**src/rtl/simple_io_pkg.sv**
```systemverilog
// Shared defaults and IN-handshake state encoding for simple_io_port.
package simple_io_pkg;
  localparam int DATA_W_DEF     = 16;
  localparam int FIFO_DEPTH_DEF = 4;

  typedef enum logic [1:0] {IDLE, WAIT, ACK, HOLD} in_state_e;
endpackage

```
**src/rtl/simple_io_fifo.sv**
```systemverilog
// Output FIFO for CPU OUT writes: registered storage, wrapping pointers, occupancy count.
module simple_io_fifo
  import simple_io_pkg::*;
#(
  parameter int DATA_W = DATA_W_DEF,
  parameter int DEPTH  = FIFO_DEPTH_DEF
) (
  input  logic              clk,
  input  logic              rst_n,
  input  logic              wr_en,
  input  logic [DATA_W-1:0] wdata,
  input  logic              rd_ready,
  output logic              full,
  output logic              valid,
  output logic [DATA_W-1:0] rdata,
  output logic              drop
);
  localparam int AW = $clog2(DEPTH);

  logic [DATA_W-1:0] mem [DEPTH];
  logic [AW-1:0]     wr_ptr, rd_ptr;
  logic [AW:0]       count;
  logic              push, pop;

  assign full  = (count == (AW+1)'(DEPTH));
  assign valid = (count != '0);
  assign pop   = valid & rd_ready;
  // A pop frees the slot in the same cycle, so a write into a full FIFO is accepted then.
  assign push  = wr_en & (~full | pop);
  assign drop  = wr_en & full & ~pop;
  assign rdata = mem[rd_ptr];

  always_ff @(posedge clk or negedge rst_n) begin
    if (!rst_n) begin
      wr_ptr <= '0;
      rd_ptr <= '0;
      count  <= '0;
    end else begin
      if (push) wr_ptr <= wr_ptr + 1'b1;
      if (pop)  rd_ptr <= rd_ptr + 1'b1;
      case ({push, pop})
        2'b10:   count <= count + 1'b1;
        2'b01:   count <= count - 1'b1;
        default: count <= count;
      endcase
    end
  end

  always_ff @(posedge clk) begin
    if (push) mem[wr_ptr] <= wdata;
  end
endmodule

```
**src/rtl/simple_io_port.sv**
```systemverilog
// CPU I/O port: OUT writes through a FIFO to a display, IN reads a strobed switch word.
// Optional overflow counter output enabled by defining SIMPLE_IO_OVF_CNT_EN.
module simple_io_port
  import simple_io_pkg::*;
#(
  parameter int DATA_W     = DATA_W_DEF,
  parameter int FIFO_DEPTH = FIFO_DEPTH_DEF
) (
  input  logic              clk,
  input  logic              rst_n,
  input  logic              out_we,
  input  logic [DATA_W-1:0] out_wdata,
  output logic              out_full,
  output logic              disp_valid,
  output logic [DATA_W-1:0] disp_data,
  input  logic              disp_ready,
  input  logic              in_req,
  output logic              in_ack,
  output logic [DATA_W-1:0] in_rdata,
  input  logic [DATA_W-1:0] sw,
  input  logic              sw_strobe,
`ifdef SIMPLE_IO_OVF_CNT_EN
  output logic [7:0]        ovf_cnt,
`endif
  output logic              in_pending
);
  in_state_e         state, state_nxt;
  logic [DATA_W-1:0] hold;
  logic              drop;

  simple_io_fifo #(.DATA_W(DATA_W), .DEPTH(FIFO_DEPTH)) u_fifo (
    .clk     (clk),
    .rst_n   (rst_n),
    .wr_en   (out_we),
    .wdata   (out_wdata),
    .rd_ready(disp_ready),
    .full    (out_full),
    .valid   (disp_valid),
    .rdata   (disp_data),
    .drop    (drop)
  );

  always_ff @(posedge clk or negedge rst_n) begin
    if (!rst_n) state <= IDLE;
    else        state <= state_nxt;
  end

  always_comb begin
    state_nxt = state;
    in_ack    = 1'b0;
    case (state)
      IDLE: if (in_req) state_nxt = in_pending ? ACK : WAIT;
      WAIT: begin
        if (!in_req)         state_nxt = IDLE;
        else if (in_pending) state_nxt = ACK;
      end
      ACK: begin
        in_ack    = 1'b1;
        state_nxt = HOLD;
      end
      HOLD: if (!in_req) state_nxt = IDLE;
      default: state_nxt = IDLE;
    endcase
  end

  // in_rdata is snapshotted on entry to ACK, so a strobe during ACK only refills hold.
  always_ff @(posedge clk or negedge rst_n) begin
    if (!rst_n) begin
      hold       <= '0;
      in_pending <= 1'b0;
      in_rdata   <= '0;
    end else begin
      if (sw_strobe) begin
        hold       <= sw;
        in_pending <= 1'b1;
      end else if (state == ACK) begin
        in_pending <= 1'b0;
      end
      if (state_nxt == ACK) in_rdata <= hold;
    end
  end

`ifdef SIMPLE_IO_OVF_CNT_EN
  always_ff @(posedge clk or negedge rst_n) begin
    if (!rst_n)                         ovf_cnt <= '0;
    else if (drop && ovf_cnt != 8'hFF) ovf_cnt <= ovf_cnt + 8'd1;
  end
`else
  logic unused_drop;
  assign unused_drop = drop;
`endif
endmodule

```
**config.mk**
```make
export PLATFORM = sky130hd
export DESIGN_NAME = simple_io_port
export DESIGN_NICKNAME = d
export VERILOG_FILES = /design/src/rtl/simple_io_pkg.sv /design/src/rtl/simple_io_fifo.sv /design/src/rtl/simple_io_port.sv
export SDC_FILE = /design/constraint.sdc
export NUM_CORES = 1
export LEC_CHECK = 0
export ABC_AREA = 1
export CAP_MARGIN = 20
export CORE_UTILIZATION = 42
export DETAILED_ROUTE_END_ITERATION = 10
export PLACE_DENSITY = 0.68
export SETUP_SLACK_MARGIN = 0.05
export SLEW_MARGIN = 20
export SYNTH_ARGS = -nofsm -noshare
export SYNTH_HDL_FRONTEND = slang
export SYNTH_SLANG_ARGS = --single-unit
```
**constraint.sdc**
```tcl
create_clock -name clk -period 1.7 [get_ports clk]
set_input_delay 0.34 -clock clk [delete_from_list [all_inputs] [get_ports clk]]
set_output_delay 0.34 -clock clk [all_outputs]
set_load 0.005 [all_outputs]
```
### After elaboration in Yosys (flattened, before gate mapping)

Memories as Yosys holds them, arrays and structs flattened.
Cells that the tools add are included.

* flip-flop bits (word level): 42
* bits in latches: 0
* memory bits (writable): 64
* memory bits (read-only): 0
* input bits: 38
* output and inout bits: 36
* logic and storage cells: 39
* memories kept: 1

Memory list
* u_fifo.mem: depth 4, bits a word 16, rd ports 1, clocked after Yosys merged registers in 0, wr ports 1, RTL line simple_io_fifo.sv:20 `logic [DATA_W-1:0] mem [DEPTH];`

* add/subtract/negate cells: 4
* multipliers: 0
* div/mod/pow operators: 0
* order comparisons: 0
* equality and inequality tests: 7
* shift operators: 0
* muxes and demuxes: 12
* bitwise operators: 4
* reduce and logical (&&, ||, !) cells: 4

Operators by type and width (number)
* 2-bit two-way mux: 5
* 2-bit equality test (second input constant): 4
* 2-bit one-hot mux with 4 select lines: 1
* 3-bit one-hot mux with 2 select lines: 1
* 1-bit two-way mux: 5
* 2-bit by 1-bit adder with 2-bit output (second input constant): 2
* 2-bit by 1-bit equality test with 1-bit output (second input constant): 2
* 2-bit nonzero test: 2
* 3-bit by 1-bit adder with 3-bit output (second input constant): 1
* 3-bit equality test (second input constant): 1
* 3-bit nonzero test: 1
* 3-bit by 1-bit subtractor with 3-bit output (second input constant): 1
* 1-bit bitwise AND: 2
* 2-bit logical NOT: 1
* 1-bit NOT: 1
* 1-bit OR: 1

### Logic depth before layout (Yosys ltp)

* word-level depth: 6
* gate-level depth with buffers: 12
* depth with buffers taken out: 12

### By module

From an unflattened synthesis, not the netlist that was laid out.

* cell total of the unflattened synthesis: 365
* area total of the unflattened synthesis: 4294.1 sq um

Modules (own cells, without submodules)
* simple_io_fifo: times used 1, cells an instance 211, area each 2874.0 sq um, sequential area each 2097.0 sq um
* simple_io_port: times used 1, cells an instance 154, area each 1420.1 sq um, sequential area each 875.8 sq um

### Worst setup path after synthesis

Ideal clock, no wire load.

* path type: register to register
* from: register u_fifo.wr_ptr[0]
* to: memory u_fifo.mem[2][0] (netlist name) (enable)
* setup time: 0.389 ns
* data arrival time: 1.363 ns
* data required time: 1.311 ns
* slack: -0.051 ns
* cell stages (with the launch flop): 5
* buffers on the path: 0
* period minus slack after synthesis: 1.751 ns
* path through: dfrtp_1 -> inv_1 -> ha_1 -> inv_1 -> nor2_1

RTL lines
* start, declared: RTL line simple_io_fifo.sv:21 `logic [AW-1:0] wr_ptr, rd_ptr;`
* start signal, assigned: RTL line simple_io_fifo.sv:39 `if (push) wr_ptr <= wr_ptr + 1'b1;`
* end, declared: RTL line simple_io_fifo.sv:20

No word-level cell before the write port.

### Worst setup path in the final report

* from: register u_fifo.rd_ptr[0]
* to: output disp_data[4]

* word-level cells in the longest chain between the ends: 1

RTL lines
* start, declared: RTL line simple_io_fifo.sv:21
* start signal, assigned: RTL line simple_io_fifo.sv:40 `if (pop) rd_ptr <= rd_ptr + 1'b1;`
* memory 4 x 16 bit
* end, declared: RTL line simple_io_port.sv:15 `output logic [DATA_W-1:0] disp_data,`

No other way between the ends.

==> flow_metrics.env <==
export IMPL_port_buffers=73
export IMPL_antenna_found_initial=0
export IMPL_cp_end_kind="output port"
export IMPL_gr_total_overflow=0
export IMPL_crit_fanout=7
export IMPL_timing_final_ws_setup_ns=-0.263
export IMPL_htree_levels=3
export IMPL_cts_made_buffers=9
export IMPL_route_detailed_drc=0
export IMPL_p_int_mw=6.14
export IMPL_place_area_um2=5280
export IMPL_final_util_pct=59.8
export IMPL_start_util_pct=43.5
export IMPL_route_antenna_remaining_nets=0
export IMPL_yosys_top_cells_area="edfxtp_1 45%, dfrtp_1 25%, o21ai_1 6.0%"
export IMPL_grt_pass1_vias=3044
export IMPL_ys_warn_count=0
export IMPL_avgViaCountPerCell=4.74
export IMPL_vias=2927
export IMPL_die_x_um=103
export IMPL_ys_ff_latch=106
export IMPL_core_area_um2=9820
export IMPL_finalNetCount=524
export IMPL_violations="setup timing"
export IMPL_p_sw_share_pct=34.3
export IMPL_routed_wl_um=8850
export IMPL_multiInputGateArea_um2=1160
export IMPL_die_area_um2=10600
export IMPL_finClkSkew_ns=0.00753
export IMPL_power_density_nw_per_um2=1590
export IMPL_clkLatencyLatePin_ns=0.37
export IMPL_finalMaxSlewViolations=0
export IMPL_cp_data_arrival_time_ns=1.62
export IMPL_pwr_share_comb_pct=43.4
export IMPL_drt_iter0_markers=142
export IMPL_maxCapViolations=0
export IMPL_rows=36
export IMPL_final_common_cell="edfxtp_1"
export IMPL_synth_seq_area_share_pct=69.6
export IMPL_cts_tree="yes"
export IMPL_min_period_over_period_pct=115
export IMPL_outcome="complete, but fails checks"
export IMPL_grt_pass1_wl_um=13900
export IMPL_io_pins=74
export IMPL_dp_hpwl_um=5080
export IMPL_clock_path_buffers=2
export IMPL_p_total_mw=9.34
export IMPL_period_needed_ns=1.96
export IMPL_drive_gt1_share_pct=27.4
export IMPL_place_congestion=0.738
export IMPL_syn_num_nets=407
export IMPL_root_buffer="clkbuf_8"
export IMPL_syn_instance_count=363
export IMPL_syn_area_um2=4270
export IMPL_first_pass_iters=4
export IMPL_antenna_cells=0
export IMPL_slew_headroom_pct=64.8
export IMPL_setup_violations=18
export IMPL_post_drt_wl_per_cell_um=14.3
export IMPL_leakage_nw=2.47
export IMPL_grt_max_degree=43
export IMPL_pwr_share_clk_pct=17.7
export IMPL_critPathKind="register to output port"
export IMPL_seq_area_um2=2970
export IMPL_peakVddDrop_v=0.000596
export IMPL_clk_pin_slew_worst_paths_ns=0.10
export IMPL_fmax_mhz=509
export IMPL_final_cell_area_um2=5870
export IMPL_sequentialPowerShare_pct=38.9
export IMPL_track_usage_pct=17.7
export IMPL_hold_viol=0
export IMPL_area_growth_pct=37.4
export IMPL_rsz0062_at_grt="true"
export IMPL_cts_sinks=106
export IMPL_worst_pin_slew_ns=0.528
export IMPL_synth_top_area_share_pct=45.0
export IMPL_avgSynthCellArea_um2=11.8
export IMPL_die_y_um=103
export IMPL_hold_buffers=0
export IMPL_ys_types=26
export IMPL_synth_largest_area_cell="edfxtp_1"
export IMPL_fillers=815
export IMPL_startpoint_type="register"
export IMPL_layout_common_cells="64 x edfxtp_1, 50 x o21ai_1, 47 x clkdlybuf4s50_1"
export IMPL_switchingPower_mw=3.20
export IMPL_hold_class="input pin to async pin"
export IMPL_required_ns=1.36
-- repair_timing --
| action | CTS | global route |
|---|---|---|
| setup buffers | 25 | 3 |
| endpoints found under the setup margin | 21 | 88 |
| pin swaps | 22 | 13 |
| cloned | 2 | 1 |
| resized for setup | 121 | 27 |
-- kinds of logic (layout without fill, tap and decap cells) --
kind of cell    after synthesis  in the layout  share of synthesized area (%)
buf+inv                      52            174                           6.91
fa+ha+maj                     6              6                           1.93
flops                       106            106                           69.6
simple gates                114            114                           10.8
xor+xnor                      1              1                          0.205
compound gates               84             84                           10.5
-- area by class of cell --
class	count	share of cell area (%)
multi-input cells	205	19.7
repair inverters	1	0.192
inverters	36	2.62
repair buffers	121	20.3
flip-flops and latches	106	50.7
clock inverters	7	1.54
clock buffers	9	2.11
well taps	133	2.84
-- critical path, stage by stage, from the launching register on --
cell and delay, ns:
dfrtp_2 0.46, buf_8 0.14, buf_6 0.11, buf_8 0.13, nor2_4 0.07, nor2_1 0.04, o21ai_1 0.09, o21ai_1 0.09
buf_2 0.13
-- state kept, by name (all words and copies together), names as in the netlist --
signal         flops
u_fifo.mem        64
hold              16
in_rdata          16
u_fifo.count       3
state              2
u_fifo.rd_ptr      2
u_fifo.wr_ptr      2
in_pending         1
-- power groups by stage --
stage,logic [mW],clock network (mW),registers (mW)
floorplan,1.83,0,3.62
global placement,3.32,0,3.63
detailed placement,3.39,0,3.64
CTS,3.93,1.68,3.62
global route,4.48,1.79,3.69
finish,4.05,1.65,3.63
-- stage by stage --
step	instances	TNS, ns	hold slack (ns)	setup WS (ns)
floorplan	363	0	0.0444	0.0530
global placement	575	-9.03	0.440	-0.193
detailed placement	575	-11.76	0.443	-0.258
CTS	617	-3.23	0.0392	-0.289
global route	618	-4.63	0.0588	-0.338
finish	618	-3.14	0.0284	-0.263
-- worst paths after layout --
kind / cells past startpoint / start / end / slack (ns)
setup / recovery: 8 / u_fifo.rd_ptr[0]$_DFFE_PN0P_ / disp_data[4] / -0.26
hold / removal: 2 / rst_n / hold[2]$_DFFE_PN0P_ / 0.03
setup reg to reg: 11 / u_fifo.count[1]$_DFFE_PN0P_ / u_fifo.count[2]$_DFFE_PN0P_ / -0.01
hold reg to reg: 2 / in_rdata[1]$_DFFE_PN0N_ / in_rdata[1]$_DFFE_PN0N_ / 0.49
max in group asynchronous: 2 / rst_n / u_fifo.rd_ptr[0]$_DFFE_PN0P_ / 1.29
min in group clk: 4 / disp_ready / u_fifo.rd_ptr[0]$_DFFE_PN0P_ / 0.44
-- metal layers --
metal	wire, µm	GRT usage (%)	vias up
met5	0	0	-
met4	123	5.74	0
met3	595	5.83	14
met2	4460	31.2	81
met1	3670	20.4	1382
li1	-	-	1450
-- synth_stat cells (all sizes together) --
library cell / instances
dfrtp: 42
nor3: 1
fa: 1
nand3: 7
nand2: 51
a22oi: 2
buf: 15
nor2: 54
xnor2: 1
nand4: 1
o21bai: 1
ha: 5
o21ai: 81
edfxtp: 64
inv: 36
clkbuf: 1
Note: power is estimated with default switching activity, not from simulation.
==> patch 1, RTL diff (same flow settings) <==
Change the package constant `DATA_W_DEF` from 16 to 14.
--- a/src/rtl/simple_io_pkg.sv
+++ b/src/rtl/simple_io_pkg.sv
@@ -1,6 +1,6 @@
 // Shared defaults and IN-handshake state encoding for simple_io_port.
 package simple_io_pkg;
-  localparam int DATA_W_DEF     = 16;
+  localparam int DATA_W_DEF     = 14;
   localparam int FIFO_DEPTH_DEF = 4;
 
   typedef enum logic [1:0] {IDLE, WAIT, ACK, HOLD} in_state_e;
Interface: changed (resized disp_data, in_rdata, out_wdata and sw); port bits go from 74 to 66. The function was not compared with the original's and may differ.
==> patch 1 against the unedited design <==
Sequential cell count down 12. Setup slack better by 0.097 ns. Area after synthesis down 12%. Combinational power down 3%. Count of clock-buffer cells in the layout unchanged. Synthesized cell count down 9.9%. Design area down 8.6%. Critical path depth down 1. Total power down 8.9%. Largest power group unchanged. The run still ends with negative setup slack left. Routed wire length down 9.7%. Hold slack worse by 0.0092 ns. First-iteration DRC count down 33%. Sequential share of layout area down 1.6 points. Clock skew up 0.0044 ns. Highest routed layer unchanged. Largest cell class unchanged.
==> patch 1: results (changes against the unedited design) <==
Placement
The placer's final routability congestion estimate came to 0.730 (-1.0%). The pre-CTS setup slack came to -0.347 ns (-0.0893 ns). The instance area at placement is 4700 µm² (-11%). The count of buffers inserted at the top-level ports is 65 (-11%). The detailed placement HPWL was 4.92 mm (-3.1%). The cell count after placement is 518 (-9.9%).

CTS
The clock network latency to the later pin of the worst-skew pair is 0.35 ns (-0.02 ns). The clock buffer count from CTS is 9 (unchanged).

Critical path
The maximum fanout along the worst path is 8 (+1). The kind of cell with the highest combined delay along the critical path is flip-flops.

Finish
The area occupied by registers was 2640 µm² (-11%). In the final layout, the registers with the most flip-flops are u_fifo.mem x56, hold x14, in_rdata x14. The count of filler cells inserted in the layout came to 697 (-14%). The final net count is 487 (-7.1%). The share of layout cells above drive strength 1 was 32.7% (+5.3 points).

Global route
The wire length of the first global-routing pass is 12.3 mm (-11%). The global routing met3 resource utilization is 3.99% (-1.8 points). The met2 global-route usage is 31.4% (+0.20 points). The global-route met1 utilization is 21.9% (+1.5 points). The pin count of the biggest net entering global routing was 39 (-9.3%).

Power
The switching power is 2930 µW (-8.4%). The sequential-cell power consumption was 3270 µW (-9.9%). The share of power burned in combinational logic is 46.4% (+3.0 points).

The cell leakage power is 0.00221 µW (-10%).

Logic synthesis
The net count of the mapped netlist is 367 (-9.8%). The number of different library cells in the post-synthesis netlist is 24 (-7.7%). The adder-cell share of the synthesized area is 2.21% (+0.27 points). The area fraction in compound gates after synthesis is 10.1% (-0.45 points). The fraction of the yosys area taken by sequential cells was 70.3% (+0.70 points). The area share of xor/xnor cells in the synthesized design is 0.234% (+0.029 points). The async set-or-reset flop fraction in the synthesized netlist came to 40.4% (+0.80 points). The post-synthesis average cell area is 11.4 µm² (-2.7%). In the post-synthesis netlist, the biggest area contributors are sky130_fd_sc_hd__edfxtp_1 (45%), sky130_fd_sc_hd__dfrtp_1 (25%), sky130_fd_sc_hd__o21ai_0 (5.7%), sky130_fd_sc_hd__nor2_1 (4.7%), sky130_fd_sc_hd__nand2_1 (4.6%). The number of enable-type register cells in the synthesized netlist is 56 (-13%).

Run status
The final reports fail on negative setup slack. The run finished, with violations left.

Drt
The met2 layer wire length in the routed design came to 4.09 mm (-8.4%). The first-pass detailed-route iteration total is 6 (+2). The total via count after detailed routing was 2742 (-6.3%).

The wire length on met1 is 3.31 mm (-9.8%). The starting DRC count in detailed routing is 95 (-33%). The routed length on met3 came to 463 µm (-22%).

The routed wirelength normalized by instance count is 14.3 µm (-0.35%). The number of vias per cell is 4.90 (+3.4%).

Timing
The setup TNS after final layout was -1.54 ns (+1.60 ns). The post-route worst setup slack is -0.165 ns (+0.0973 ns). The worst clock skew is 0.0119 ns (+0.00437 ns). The post-route worst hold slack came to 0.0192 ns (-0.00919 ns). The count of final setup violators is 14 (-4).
## patch 1: cell count changes after synthesis, moves of 2 or more
cell                       delta
sky130_fd_sc_hd__buf_12       -2
sky130_fd_sc_hd__buf_2        +2
sky130_fd_sc_hd__buf_6        -4
sky130_fd_sc_hd__clkbuf_1     +3
sky130_fd_sc_hd__dfrtp_1      -4
sky130_fd_sc_hd__edfxtp_1     -8
sky130_fd_sc_hd__inv_1        -2
sky130_fd_sc_hd__nand2_1      -4
sky130_fd_sc_hd__nand3_2      -2
sky130_fd_sc_hd__nor2_1       -6
sky130_fd_sc_hd__o21ai_0     +19
sky130_fd_sc_hd__o21ai_1     -23
sky130_fd_sc_hd__o21ai_2      -6
## patch 1: cell type report
type / instances / share of cell area, %
timing repair buffer: 123 / 21.3
inverter: 34 / 2.52
sequential: 94 / 49.1
tap: 108 / 2.52
multi-input combinational: 185 / 21.3
clock buffer: 9 / 2.31
clock inverter: 7 / 0.910
## patch 1: path summary, 6_finish.rpt
kind                                   from          endpoint  cells after the start
max                        u_fifo.rd_ptr[0]      disp_data[5]                      7
min                                   rst_n          hold[13]                      2
max reg2reg                 u_fifo.count[1]   u_fifo.count[2]                     11
min reg2reg                     in_rdata[1]       in_rdata[1]                      2
max in group asynchronous             rst_n  u_fifo.rd_ptr[0]                      2
min in group clk                 disp_ready  u_fifo.rd_ptr[1]                      3
## patch 1: logic make-up after synthesis
kind of cell             count (synthesis)
AO/OA/AOI/OAI                           74
XOR/XNOR                                 1
adder cells (fa/ha/maj)                  6
buffers and inverters                   48
flip-flops                              94
AND/OR/NAND/NOR                        104
## patch 1: repair_timing
item / CTS / global route
setup endpoints to repair: 20 / 76
hold buffers: 0 / 0
cloned: 2 / 1
setup buffers: 25 / 2
resized for setup: 140 / 50
pin swaps: 40 / 21
==> patch 2, RTL diff (config.mk and constraints unchanged) <==
Made on the original files. The 4 states of `in_state_e` get a one-hot encoding in 4 bits.
--- a/src/rtl/simple_io_pkg.sv
+++ b/src/rtl/simple_io_pkg.sv
@@ -3,6 +3,6 @@
   localparam int DATA_W_DEF     = 16;
   localparam int FIFO_DEPTH_DEF = 4;
 
-  typedef enum logic [1:0] {IDLE, WAIT, ACK, HOLD} in_state_e;
+  typedef enum logic [3:0] {IDLE = 4'b0001, WAIT = 4'b0010, ACK = 4'b0100, HOLD = 4'b1000} in_state_e;
 endpackage
 
Behaviour: no difference found for any inputs over 4 cycles, from zero or initial values and one cycle with rst_n low; so few cycles prove little.
==> patch 2 against the unedited design <==
The run still ends with negative setup slack left. Utilization grew 4.1 points. Largest power group unchanged. Sequential power grew 4%. Die area grew 1.3%. Design area grew 7.4%. Routed wire length grew 14%. First-iteration DRC count shrank 11%. Sequential cell count grew 2. Via count grew 10%. Setup slack gained 0.084 ns. Area after synthesis grew 1.3%. Critical path depth shrank 2. Total power grew 12%. Hold slack gained 0.0064 ns.
==> patch 2: results (changes against the unedited design) <==
Logic synthesis
The fraction of the yosys area taken by sequential cells is 69.9% (+0.26 points). The post-synthesis average cell area is 11.2 µm² (-4.4%). The area fraction in compound gates after synthesis is 6.91% (-3.6 points). The adder-cell share of the synthesized area was 1.91% (-0.026 points).

Power
The switching power as a share of total power is 35.6% (+1.4 points). The cell leakage power is 0.00272 µW (+10%). The maximum VDD drop is 773 µV (+30%). The clock group power was 1690 µW (+2%). The clock network fraction of total power was 16.2% (-1.5 points).

Timing
The post-route worst setup slack is -0.179 ns (+0.0841 ns). The worst clock skew is 0.0192 ns (+0.0117 ns). The count of final setup violators came to 19 (+1). The worst relative slew slack is 62.5% (-2.3 points). The post-route worst hold slack is 0.0348 ns (+0.00636 ns).

Global route
The global-route met1 utilization is 23.7% (+3.3 points). The via count of the first global-routing pass is 3408 (+12%). The pin count of the biggest net entering global routing is 45 (+4.7%). The met2 global-route usage is 34.5% (+3.3 points). The wire length of the first global-routing pass was 16.6 mm (+19%). The global routing usage summed across all routing layers is 19.8% (+2.1 points).

Placement
The cell count after placement is 618 (+7.5%). The placer's final routability congestion estimate came to 0.807 (+9.3%). The detailed placement HPWL is 6.14 mm (+21%).

Finish
The share of layout cells above drive strength 1 is 33.9% (+6.5 points). The count of placed standard cells in the final layout, fillers left out came to 658 (+6.5%). The final net count is 564 (+7.6%).

Drt
The starting DRC count in detailed routing is 126 (-11%). The number of vias per cell came to 4.90 (+3.5%). The total length of routed wires is 10.1 mm (+14%).

CTS
The clock-pin slew on the worst setup and hold paths is 0.12 ns (+0.02 ns).

Run status
The final reports fail on negative setup slack. The flow ran to the end, but the final reports show violations.

Critical path
The worst setup path endpoint is disp_data[10]. The depth of the most critical reg-to-reg path is 9 (-2). The maximum fanout along the worst path is 6 (-1).
patch 2: cell count changes in the layout (fill, tap and decap cells not counted), moves of 5 or more:
cell,unedited run,this run
sky130_fd_sc_hd__nand2_1,46,94
sky130_fd_sc_hd__nand3_1,4,23
sky130_fd_sc_hd__o22ai_2,0,5
sky130_fd_sc_hd__o21ai_2,9,20
sky130_fd_sc_hd__o21ai_0,22,3
sky130_fd_sc_hd__o22ai_1,0,12
sky130_fd_sc_hd__nor2_1,33,22
sky130_fd_sc_hd__inv_1,29,15
sky130_fd_sc_hd__o21ai_1,50,9
sky130_fd_sc_hd__nand2_2,2,8
sky130_fd_sc_hd__buf_4,25,39
patch 2: cell type report:
class | count | area [µm²]
well taps | 133 | 166
repair buffers | 138 | 1360
clock inverters | 7 | 101
clock buffers | 9 | 124
multi-input cells | 241 | 1440
fillers | 746 | 3560
inverters | 22 | 87.6
flip-flops and latches | 108 | 3030
patch 2: repair_timing:
action                                  in CTS  in global routing
cloned                                       4                  1
gates resized for setup                    158                 61
pin swaps                                   30                 22
buffers inserted                            22                  3
endpoints found under the setup margin      22                 92
patch 2: logic make-up after synthesis:
logic type               Yosys count
buffers and inverters             36
adder cells (fa/ha/maj)            6
AND/OR/NAND/NOR                  177
AO/OA/AOI/OAI                     55
XOR/XNOR                           3
flip-flops                       108
patch 2: routing by layer:
metal | up-vias | part of all wire, %
li1 | 1567 | -
met1 | 1556 | 42
met2 | 83 | 52
met3 | 20 | 4.4
met4 | 0 | 2.1
met5 | - | 0
patch 2: worst max-delay path, delay by kind of cell, from the launching register on:
kind	cells	cell delay, ns
flip-flops	1	0.45
AO/OA/AOI/OAI	2	0.18
buffers and inverters	4	0.54
